**config.mk**
```make
export PLATFORM = sky130hd
export DESIGN_NAME = generic_pipelined_subtractor
export DESIGN_NICKNAME = d
export VERILOG_FILES = /design/src/rtl/generic_pipelined_subtractor.sv
export SDC_FILE = /design/constraint.sdc
export NUM_CORES = 1
export LEC_CHECK = 0
export BUFFER_PORTS_ARGS = -buffer_cell sky130_fd_sc_hd__buf_2
export CORE_MARGIN = 2
export CORE_UTILIZATION = 59
export CTS_BUF_LIST = sky130_fd_sc_hd__clkbuf_16
export CTS_CLUSTER_DIAMETER = 60
export DETAILED_ROUTE_END_ITERATION = 10
export PLACE_DENSITY = 0.88
export SYNTH_ARGS = -nofsm -noshare
export SYNTH_HDL_FRONTEND = slang
export SYNTH_SLANG_ARGS = --single-unit
```
**constraint.sdc**
```tcl
create_clock -name clk_i -period 10.94 [get_ports clk_i]
set_clock_uncertainty 0.2 [all_clocks]
set_input_delay 1.094 -clock clk_i [delete_from_list [all_inputs] [get_ports clk_i]]
set_output_delay 1.094 -clock clk_i [all_outputs]
set_load 0.05 [all_outputs]
```
**src/rtl/generic_pipelined_subtractor.sv**
```systemverilog
// generic_pipelined_subtractor
//
// Pipelined unsigned subtractor: {BO, Q} = A - B - BI.
// The borrow chain is cut into STAGES chunks of CW = WIDTH/STAGES bits, with one register per
// chunk boundary. Operand chunk k is skewed by k stages so that it meets the registered borrow
// of chunk k-1 for the same operation. Result chunk k is then deskewed by STAGES-1-k stages so
// that all chunks of Q leave together.
// Latency is STAGES enabled edges. Throughput is one operation per enabled cycle.
//
// Parameters:
//   WIDTH   operand/result width (must be a multiple of STAGES)
//   STAGES  pipeline depth / number of chunks
//
// Ports:
//   clk_i    system clock, rising edge
//   rst_i    asynchronous active-high reset; clears every register
//   ce_i     clock enable; the whole pipeline holds when low
//   valid_i  A/B/BI carry a real operation
//   A, B     minuend, subtrahend
//   BI       borrow-in
//   Q        difference mod 2^WIDTH
//   BO       borrow-out (A < B + BI, unsigned)
//   valid_o  Q/BO belong to an accepted operation
//   OV       signed overflow, only when GENERIC_PIPELINED_SUBTRACTOR_OVERFLOW_EN is defined
//
// Optional feature macro: GENERIC_PIPELINED_SUBTRACTOR_OVERFLOW_EN

module generic_pipelined_subtractor #(
  parameter int unsigned WIDTH  = 32,
  parameter int unsigned STAGES = 4
) (
  input  logic             clk_i,
  input  logic             rst_i,
  input  logic             ce_i,
  input  logic             valid_i,
  input  logic [WIDTH-1:0] A,
  input  logic [WIDTH-1:0] B,
  input  logic             BI,
  output logic [WIDTH-1:0] Q,
  output logic             BO,
  output logic             valid_o
`ifdef GENERIC_PIPELINED_SUBTRACTOR_OVERFLOW_EN
  ,
  output logic             OV
`endif
);

  localparam int unsigned CW = WIDTH / STAGES;

  if ((WIDTH % STAGES) != 0) begin : g_bad_cfg
    $error("WIDTH must be a multiple of STAGES");
  end

  // Skewed operand chunks as seen by each chunk subtractor
  logic [STAGES-1:0][CW-1:0] a_sk;
  logic [STAGES-1:0][CW-1:0] b_sk;
  // Registered borrow-out of each chunk
  logic [STAGES-1:0]         bo_w;
  // valid_i shift register, in lockstep with the data
  logic [STAGES-1:0]         vld_q;

  for (genvar k = 0; k < STAGES; k++) begin : g_chunk
    localparam int unsigned Dsk = STAGES - 1 - k;

    logic          bin;
    logic [CW:0]   diff;
    logic [CW-1:0] d_q;
    logic          b_q;

    if (k == 0) begin : g_bin_ext
      assign bin = BI;
    end else begin : g_bin_chain
      assign bin = bo_w[k-1];
    end

    // Operand skew: k register stages ahead of the subtractor
    if (k == 0) begin : g_noskew
      assign a_sk[k] = A[k*CW +: CW];
      assign b_sk[k] = B[k*CW +: CW];
    end else begin : g_skew
      logic [k-1:0][CW-1:0] a_line_q;
      logic [k-1:0][CW-1:0] b_line_q;

      always_ff @(posedge clk_i or posedge rst_i) begin
        if (rst_i) begin
          a_line_q <= '0;
          b_line_q <= '0;
        end else if (ce_i) begin
          a_line_q[0] <= A[k*CW +: CW];
          b_line_q[0] <= B[k*CW +: CW];
          for (int i = 1; i < k; i++) begin
            a_line_q[i] <= a_line_q[i-1];
            b_line_q[i] <= b_line_q[i-1];
          end
        end
      end

      assign a_sk[k] = a_line_q[k-1];
      assign b_sk[k] = b_line_q[k-1];
    end

    // CW+1 bit subtract: the extra top bit is the chunk borrow-out
    assign diff = {1'b0, a_sk[k]} - {1'b0, b_sk[k]} - {{CW{1'b0}}, bin};

    always_ff @(posedge clk_i or posedge rst_i) begin
      if (rst_i) begin
        d_q <= '0;
        b_q <= 1'b0;
      end else if (ce_i) begin
        d_q <= diff[CW-1:0];
        b_q <= diff[CW];
      end
    end

    assign bo_w[k] = b_q;

    // Output deskew: STAGES-1-k further stages
    if (Dsk == 0) begin : g_nodeskew
      assign Q[k*CW +: CW] = d_q;
    end else begin : g_deskew
      logic [Dsk-1:0][CW-1:0] q_line_q;

      always_ff @(posedge clk_i or posedge rst_i) begin
        if (rst_i) begin
          q_line_q <= '0;
        end else if (ce_i) begin
          q_line_q[0] <= d_q;
          for (int i = 1; i < int'(Dsk); i++) begin
            q_line_q[i] <= q_line_q[i-1];
          end
        end
      end

      assign Q[k*CW +: CW] = q_line_q[Dsk-1];
    end

`ifdef GENERIC_PIPELINED_SUBTRACTOR_OVERFLOW_EN
    // Top chunk has no deskew, so a register here lines up with Q/BO
    if (k == STAGES - 1) begin : g_ov
      logic ov_q;

      always_ff @(posedge clk_i or posedge rst_i) begin
        if (rst_i) begin
          ov_q <= 1'b0;
        end else if (ce_i) begin
          ov_q <= (a_sk[k][CW-1] != b_sk[k][CW-1]) && (diff[CW-1] != a_sk[k][CW-1]);
        end
      end

      assign OV = ov_q;
    end
`else
    // No overflow flag in this build
`endif
  end

  assign BO = bo_w[STAGES-1];

  always_ff @(posedge clk_i or posedge rst_i) begin
    if (rst_i) begin
      vld_q <= '0;
    end else if (ce_i) begin
      vld_q[0] <= valid_i;
      for (int i = 1; i < int'(STAGES); i++) begin
        vld_q[i] <= vld_q[i-1];
      end
    end
  end

  assign valid_o = vld_q[STAGES-1];

endmodule

```
# == After elaboration in Yosys (flattened, before gate mapping) ==
# Cells that the tools add are included.
# op_classes
n_addsub,8
# op_table
operator,count
subtractor 8 x 8 -> 9 bit,4
subtractor 9 x 1 -> 9 bit,4
# totals
regBits,184
inputBits,69

# == Depth between registers and ports, before layout ==
# Gate-level depths: netlist (run 1).
# depth
ltp_word,2
mapped_depth,8
mapped_depth_nobuf,8

# == Worst setup path after synthesis (run 1) ==
# Ideal clock, no wire load.
# synth_timing
kind,input to register
start,input port B[0]
end,register g_chunk[0].d_q[5]
setup_time_ps,125
arrival_time_ps,2607
required_time_ps,10615
slack_ps,8008
cell_stages,8
path_buffers,0
path_cell_list,inv_1 fa_1 inv_1 ha_1 o21ai_0 a211oi_2 xor2_1 mux2_2
# synth_between
elab_chain_cells,2
# synth_rtl
element,line_no,rtl
from (decl),37,"input logic [WIDTH-1:0] B,"
subtractor 8 x 8 -> 9 bit,103,"assign diff = {1'b0, a_sk[k]} - {1'b0, b_sk[k]} - {{CW{1'b0}}, bin};"
subtractor 9 x 1 -> 9 bit,103,
to (signal assigned),110,d_q <= diff[CW-1:0];
to (decl),67,logic [CW-1:0] d_q;
# Every way passes these cells.
# A chain may end at the register's enable or synchronous reset.

==> results of run 1 <==
==> through the flow <==
step,hold slack (ps),instances
after global placement,262,981
after global routing,317,1012
after floorplan,249,730
after detailed placement,271,981
after CTS,292,1012
final,287,1012
==> worst max-delay path: stages <==
cell and delay (ps):
clkbuf_8 620, buf_4 570, or3b_2 510, mux2_2 270, o211ai_1 80
==> placed cells by master, fill, tap and decap left out, types with 5 or more instances in the layout <==
| cell | netlist | routed |
|---|---|---|
| nor2_1 | 13 | 13 |
| nand2_1 | 31 | 31 |
| fa_1 | 8 | 8 |
| nand3_1 | 7 | 7 |
| o21ai_0 | 37 | 37 |
| mux2_2 | 143 | 143 |
| buf_2 | 19 | 101 |
| nor2b_1 | 5 | 5 |
| inv_1 | 91 | 90 |
| ha_1 | 56 | 56 |
| nor3_1 | 6 | 6 |
| xnor2_1 | 11 | 11 |
| clkbuf_16 | 0 | 17 |
| xor2_1 | 12 | 12 |
| o211ai_1 | 8 | 8 |
| o21a_1 | 6 | 6 |
| inv_8 | 0 | 5 |
| dfrtp_1 | 184 | 184 |
| a21oi_1 | 19 | 19 |
==> cells by family after synthesis <==
logic type / synth area share (%)
multiplexers: 18.3
XOR/XNOR: 2.25
AO/OA/AOI/OAI: 6.37
adder cells (fa/ha/maj): 9.61
AND/OR/NAND/NOR: 5.34
buffers and inverters: 6.68
flip-flops: 51.4
==> worst paths after layout <==
path / cells after the start / to
setup / recovery: 5 / BO$_DFFE_PP0P_
hold / removal: 2 / a_sk[26]$_DFFE_PP0P_
setup reg to reg: 6 / g_chunk[1].b_q$_DFFE_PP0P_
hold reg to reg: 2 / a_sk[26]$_DFFE_PP0P_
max in group asynchronous: 3 / BO$_DFFE_PP0P_
min in group asynchronous: 2 / Q[12]$_DFFE_PP0P_
==> flip-flops by register name, indices dropped and copies added, names as in the netlist <==
name / flops
vld_q: 4
g_chunk.g_skew.b_line_q: 32
g_chunk.g_deskew.q_line_q: 32
g_chunk.b_q: 3
g_chunk.g_skew.a_line_q: 32
a_sk: 16
b_sk: 16
g_chunk.d_q: 32
BO: 1
Q: 16
==> cell usage after synthesis, drive strengths merged <==
cell type,count
or3b,6
fa,8
nand3b,4
mux2i,3
nor3,6
a31oi,2
nand2,31
nor2b,5
a211o,2
nand4,2
buf,39
xor2,12
or3,1
o211ai,9
o21a,6
ha,56
a21oi,19
nand3,7
o221ai,4
inv,91
nor4b,4
o2111ai,2
a211oi,6
nand2b,4
and3b,3
clkbuf,3
and4b,2
nor2,13
o21ai,39
dfrtp,184
nor3b,1
a2bb2oi,2
mux2,143
xnor2,11
==> area by class of cell <==
class                      instances  area share (%)
clock buffer                      17            4.22
tap                              188            2.33
multi-input combinational        413            37.2
sequential                       184            45.7
inverter                          91            3.46
timing repair buffer             105            5.38
clock inverter                    14            1.66
==> metal layers <==
layer,GRT usage (%),vias up,part of all wire (%)
li1,-,2637,-
met1,26.0,2718,45
met2,33.7,95,51
met3,4.65,20,3.3
met4,6.27,0,1.5
met5,0,-,0
==> where the power goes <==
group          total (mW)  switching, mW  internal (mW)
clock               0.616          0.273          0.343
combinational       0.839          0.507          0.332
sequential          0.959         0.0944          0.865
total                2.41          0.874           1.54
==> flow_summary.json, run 1 <==
{
  "gp_congestion": 0.776,
  "reg2reg_from": "g_chunk[1].g_skew.a_line_q[0]$_DFFE_PP0P_",
  "layout-drive-gt1-share_pct": 35.3,
  "clk_path_buf_depth": 2,
  "vias": 5470,
  "routed_via_density": 5.41,
  "syn2layout_area_growth_pct": 12.5,
  "cellLeakagePower_nw": 4.73,
  "place_area_sq_um": 9480,
  "coreArea_sq_um": 15000,
  "finalMaxSlewViolations": 0,
  "final.setup.tns_ps": 0,
  "ant_nets": 0,
  "antenna_found_initial": 0,
  "design_area_sq_um": 10100,
  "synth_seq_cells": 184,
  "die_y_microns": 127,
  "multi_input_area_sq_um": 3750,
  "worst_slack_ps": 7840,
  "crit_path_start": "ce_i",
  "start_util_pct": 59.6,
  "drt_iter0_markers": 274,
  "syn_inst": 730,
  "rows": 45,
  "worstSetupPathType": "primary input to flip-flop",
  "holdCritStartpoint": "g_chunk[3].g_skew.a_line_q[10]$_DFFE_PP0P_",
  "cp_max_fo": 134,
  "cts_inserted_buffers": 17,
  "final-seq-area_sq_um": 4600,
  "end_kind": "flip-flop",
  "nets": 945,
  "rrSetupSlack_ps": 8380,
  "wire_per_inst_microns": 15.1,
  "grtUsageTotal_pct": 20.0,
  "cts.repair.resized": 0,
  "max-vdd-ir-drop_uv": 129,
  "relSlewSlack_pct": 40.2,
  "clkSlewWorstSetupHoldPaths_ps": 70,
  "yosys.cell_types.count": 40,
  "h-tree-depth": 4,
  "grt_pass1_vias": 5513,
  "min_path_type": "flip-flop to flip-flop",
  "synth_top_area_cell": "dfrtp_1",
  "worstPathRequired_ps": 11080,
  "synth_area_sq_um": 8950,
  "hold_viol": 0,
  "drv_cap": 0,
  "run_status": "complete, no violations",
  "utilization_pct": 67.0,
  "startpoint_type": "primary input",
  "insertedDiodeCount": 0,
  "finalCritPeriodShare_pct": 28.4,
  "post-place-ws_ps": 7430,
  "cts_sinks": 184,
  "ys_seq_area_share_pct": 51.4,
  "postCtsHoldBufs": 0,
  "hpwl_microns": 10400,
  "io_pins": 103,
  "grt-ovfl-total": 0,
  "syn-num-nets": 863,
  "die-area_sq_um": 16200,
  "clock_latency_ps": 430,
  "first_pass_iters": 4,
  "worst_slew_pin_slew_ps": 898,
  "synth.avg_cell_area_sq_um": 12.3,
  "io_buffers": 102,
  "grt_first_pass_wirelength_microns": 25800,
  "fill_cells": 1115,
  "rsz0062_at_grt": "no",
  "synth.area.top_cells": "dfrtp_1 51%, mux2_2 18%, ha_1 7.8%, inv_1 3.8%, o21ai_0 2.1%",
  "fp.dieW_microns": 127,
  "crit_arrival_ps": 3240,
  "power_density_nw_per_um2": 240,
  "yosys_warnings": 0,
  "period_minus_slack_ps": 3100,
  "clockRootBuffer": "clkbuf_16",
  "fmax_mhz": 322,
  "netlist.area_leader.share_pct": 51.4,
  "cts_tree": "done",
  "post_cts_buffers": 0,
  "finalPower_mw": 2.41,
  "setup_violations": 0,
  "wirelength_microns": 15300,
  "grt_start_max_net_pins": 135,
  "drc": 0
}
(Power assumes the default switching activity.)
==> inputs of run 2 (changes only) <==
CORE_UTILIZATION = 53   (was 59)
PLACE_DENSITY = 0.84   (was 0.88)
clock period = 2.6 ns   (was 10.94 ns; I/O delays follow)
==> flow_summary.json, run 2 (synthesized netlist as in run 1, its figures left out) <==
{
  "run_status": "complete, no violations",
  "relSlewSlack_pct": 51.8,
  "period_minus_slack_ps": 2480,
  "io_pins": 103,
  "grt_use_met1_pct": 24.2,
  "post_cts_buffers": 0,
  "clock_latency_ps": 430,
  "vias": 5661,
  "final_cell_count_no_fill": 1102,
  "grt_first_pass_wirelength_microns": 27800,
  "grt_pass1_vias": 5923,
  "cts_tree": "done",
  "gp_congestion": 0.786,
  "setup_violations": 0,
  "hold_ws_ps": 144,
  "dp.cells": 1018,
  "ant_nets": 0,
  "final-seq-area_sq_um": 4600,
  "drc": 0,
  "end_kind": "flip-flop",
  "clkSlewWorstSetupHoldPaths_ps": 70,
  "worst_slew_pin_slew_ps": 724,
  "drt_iter0_markers": 264,
  "rows": 47,
  "power_density_nw_per_um2": 944,
  "path_cells": "fa_2 > inv_1 > ha_1 > o21ai_0 > a211oi_1 > buf_4 > xor2_1 > mux2_2",
  "startpoint_type": "flip-flop",
  "worstSetupPathType": "flip-flop to flip-flop",
  "hpwl_microns": 10500,
  "insertedDiodeCount": 0,
  "final_common_cell": "dfrtp_1",
  "min_path_type": "primary input to flip-flop",
  "worstPathRequired_ps": 2710,
  "slowest_delay_ps": 590,
  "grt_start_max_net_pins": 127,
  "die-area_sq_um": 17900,
  "design_area_sq_um": 10700,
  "hold_viol": 0,
  "grt-ovfl-total": 0,
  "grtUsageMet2_pct": 33.8,
  "grtUsageTotal_pct": 19.5,
  "antenna_found_initial": 0,
  "busiest_layer": "met2",
  "worst_slack_ps": 121,
  "layout-drive-gt1-share_pct": 33.7,
  "cts_sinks": 184,
  "post-place-ws_ps": 121,
  "gr-usage-met3_pct": 4.01,
  "crit_path_top_delay_cell": "fa_2",
  "crit_arrival_ps": 2590,
  "finalMaxSlewViolations": 0,
  "final.setup.tns_ps": 0,
  "fp.dieW_microns": 134,
  "cts_inserted_buffers": 17,
  "layout_common_cells": "184 x dfrtp_1, 143 x mux2_2, 101 x buf_2",
  "rsz0062_at_grt": "no",
  "wire_per_inst_microns": 14.7,
  "fmax_mhz": 403,
  "wirelength_microns": 16200,
  "fill_cells": 1234,
  "coreArea_sq_um": 16500,
  "clockRootBuffer": "clkbuf_16",
  "multi_input_area_sq_um": 3750,
  "finalCritPeriodShare_pct": 95.3,
  "first_pass_iters": 4,
  "start_util_pct": 54.2,
  "clk_path_buf_depth": 2,
  "utilization_pct": 64.5,
  "syn2layout_area_growth_pct": 19.0,
  "io_buffers": 102,
  "finalPower_mw": 10.1,
  "die_y_microns": 134,
  "routed_via_density": 5.14,
  "cellLeakagePower_nw": 4.96,
  "nets": 1002,
  "h-tree-depth": 4,
  "max-vdd-ir-drop_uv": 646,
  "drv_cap": 0,
  "place_area_sq_um": 9580,
  "cp_max_fo": 3
}
## run 2: final timing paths
path / start / endpoint / slack (ps) / cells past startpoint
setup reg to reg: g_chunk[1].g_skew.a_line_q[0]$_DFFE_PP0P_ / g_chunk[1].d_q[5]$_DFFE_PP0P_ / 120 / 8
setup / recovery: g_chunk[1].g_skew.a_line_q[0]$_DFFE_PP0P_ / g_chunk[1].d_q[5]$_DFFE_PP0P_ / 120 / 8
max in group asynchronous: rst_i / g_chunk[3].g_skew.b_line_q[5]$_DFFE_PP0P_ / 1270 / 4
hold / removal: ce_i / a_sk[29]$_DFFE_PP0P_ / 140 / 3
min in group asynchronous: rst_i / Q[11]$_DFFE_PP0P_ / 350 / 4
hold reg to reg: g_chunk[2].g_skew.a_line_q[3]$_DFFE_PP0P_ / a_sk[19]$_DFFE_PP0P_ / 290 / 2
## run 2: final cells by class
cell class              count  area share (%)
repair buffers            162            10.6
clock buffers              17            3.99
inverters                  91            3.24
clock inverters            15            1.19
flip-flops and latches    184            43.2
well taps                 220            2.58
multi-input cells         413            35.2
## run 2: metal layers
layer  up-vias  routed length (microns)
met1      2790                     7090
met4         0                      303
met5         -                        0
met3        23                      543
met2       104                     8220
li1       2744                        -
## run 2: timing repair
| action | 4_1_cts | 5_1_grt |
|---|---|---|
| hold endpoints to repair | 235 | 0 |
| gates resized for setup | 0 | 2 |
| setup endpoints to repair | 0 | 2 |
| hold buffers | 52 | 0 |
## run 2: where the power goes
group / switching, mW / total, mW / internal [mW]
sequential: 0.387 / 4.03 / 3.64
clock: 1.10 / 2.42 / 1.32
combinational: 2.15 / 3.61 / 1.47
total: 3.64 / 10.1 / 6.43
## run 2: worst max-delay path: cells and delay by family, from the launching register on
| family | cells | cell delay [ps] |
|---|---|---|
| XOR/XNOR | 1 | 130 |
| multiplexers | 1 | 260 |
| AO/OA/AOI/OAI | 2 | 400 |
| flip-flops | 1 | 410 |
| adder cells (fa/ha/maj) | 2 | 750 |
| buffers and inverters | 2 | 220 |
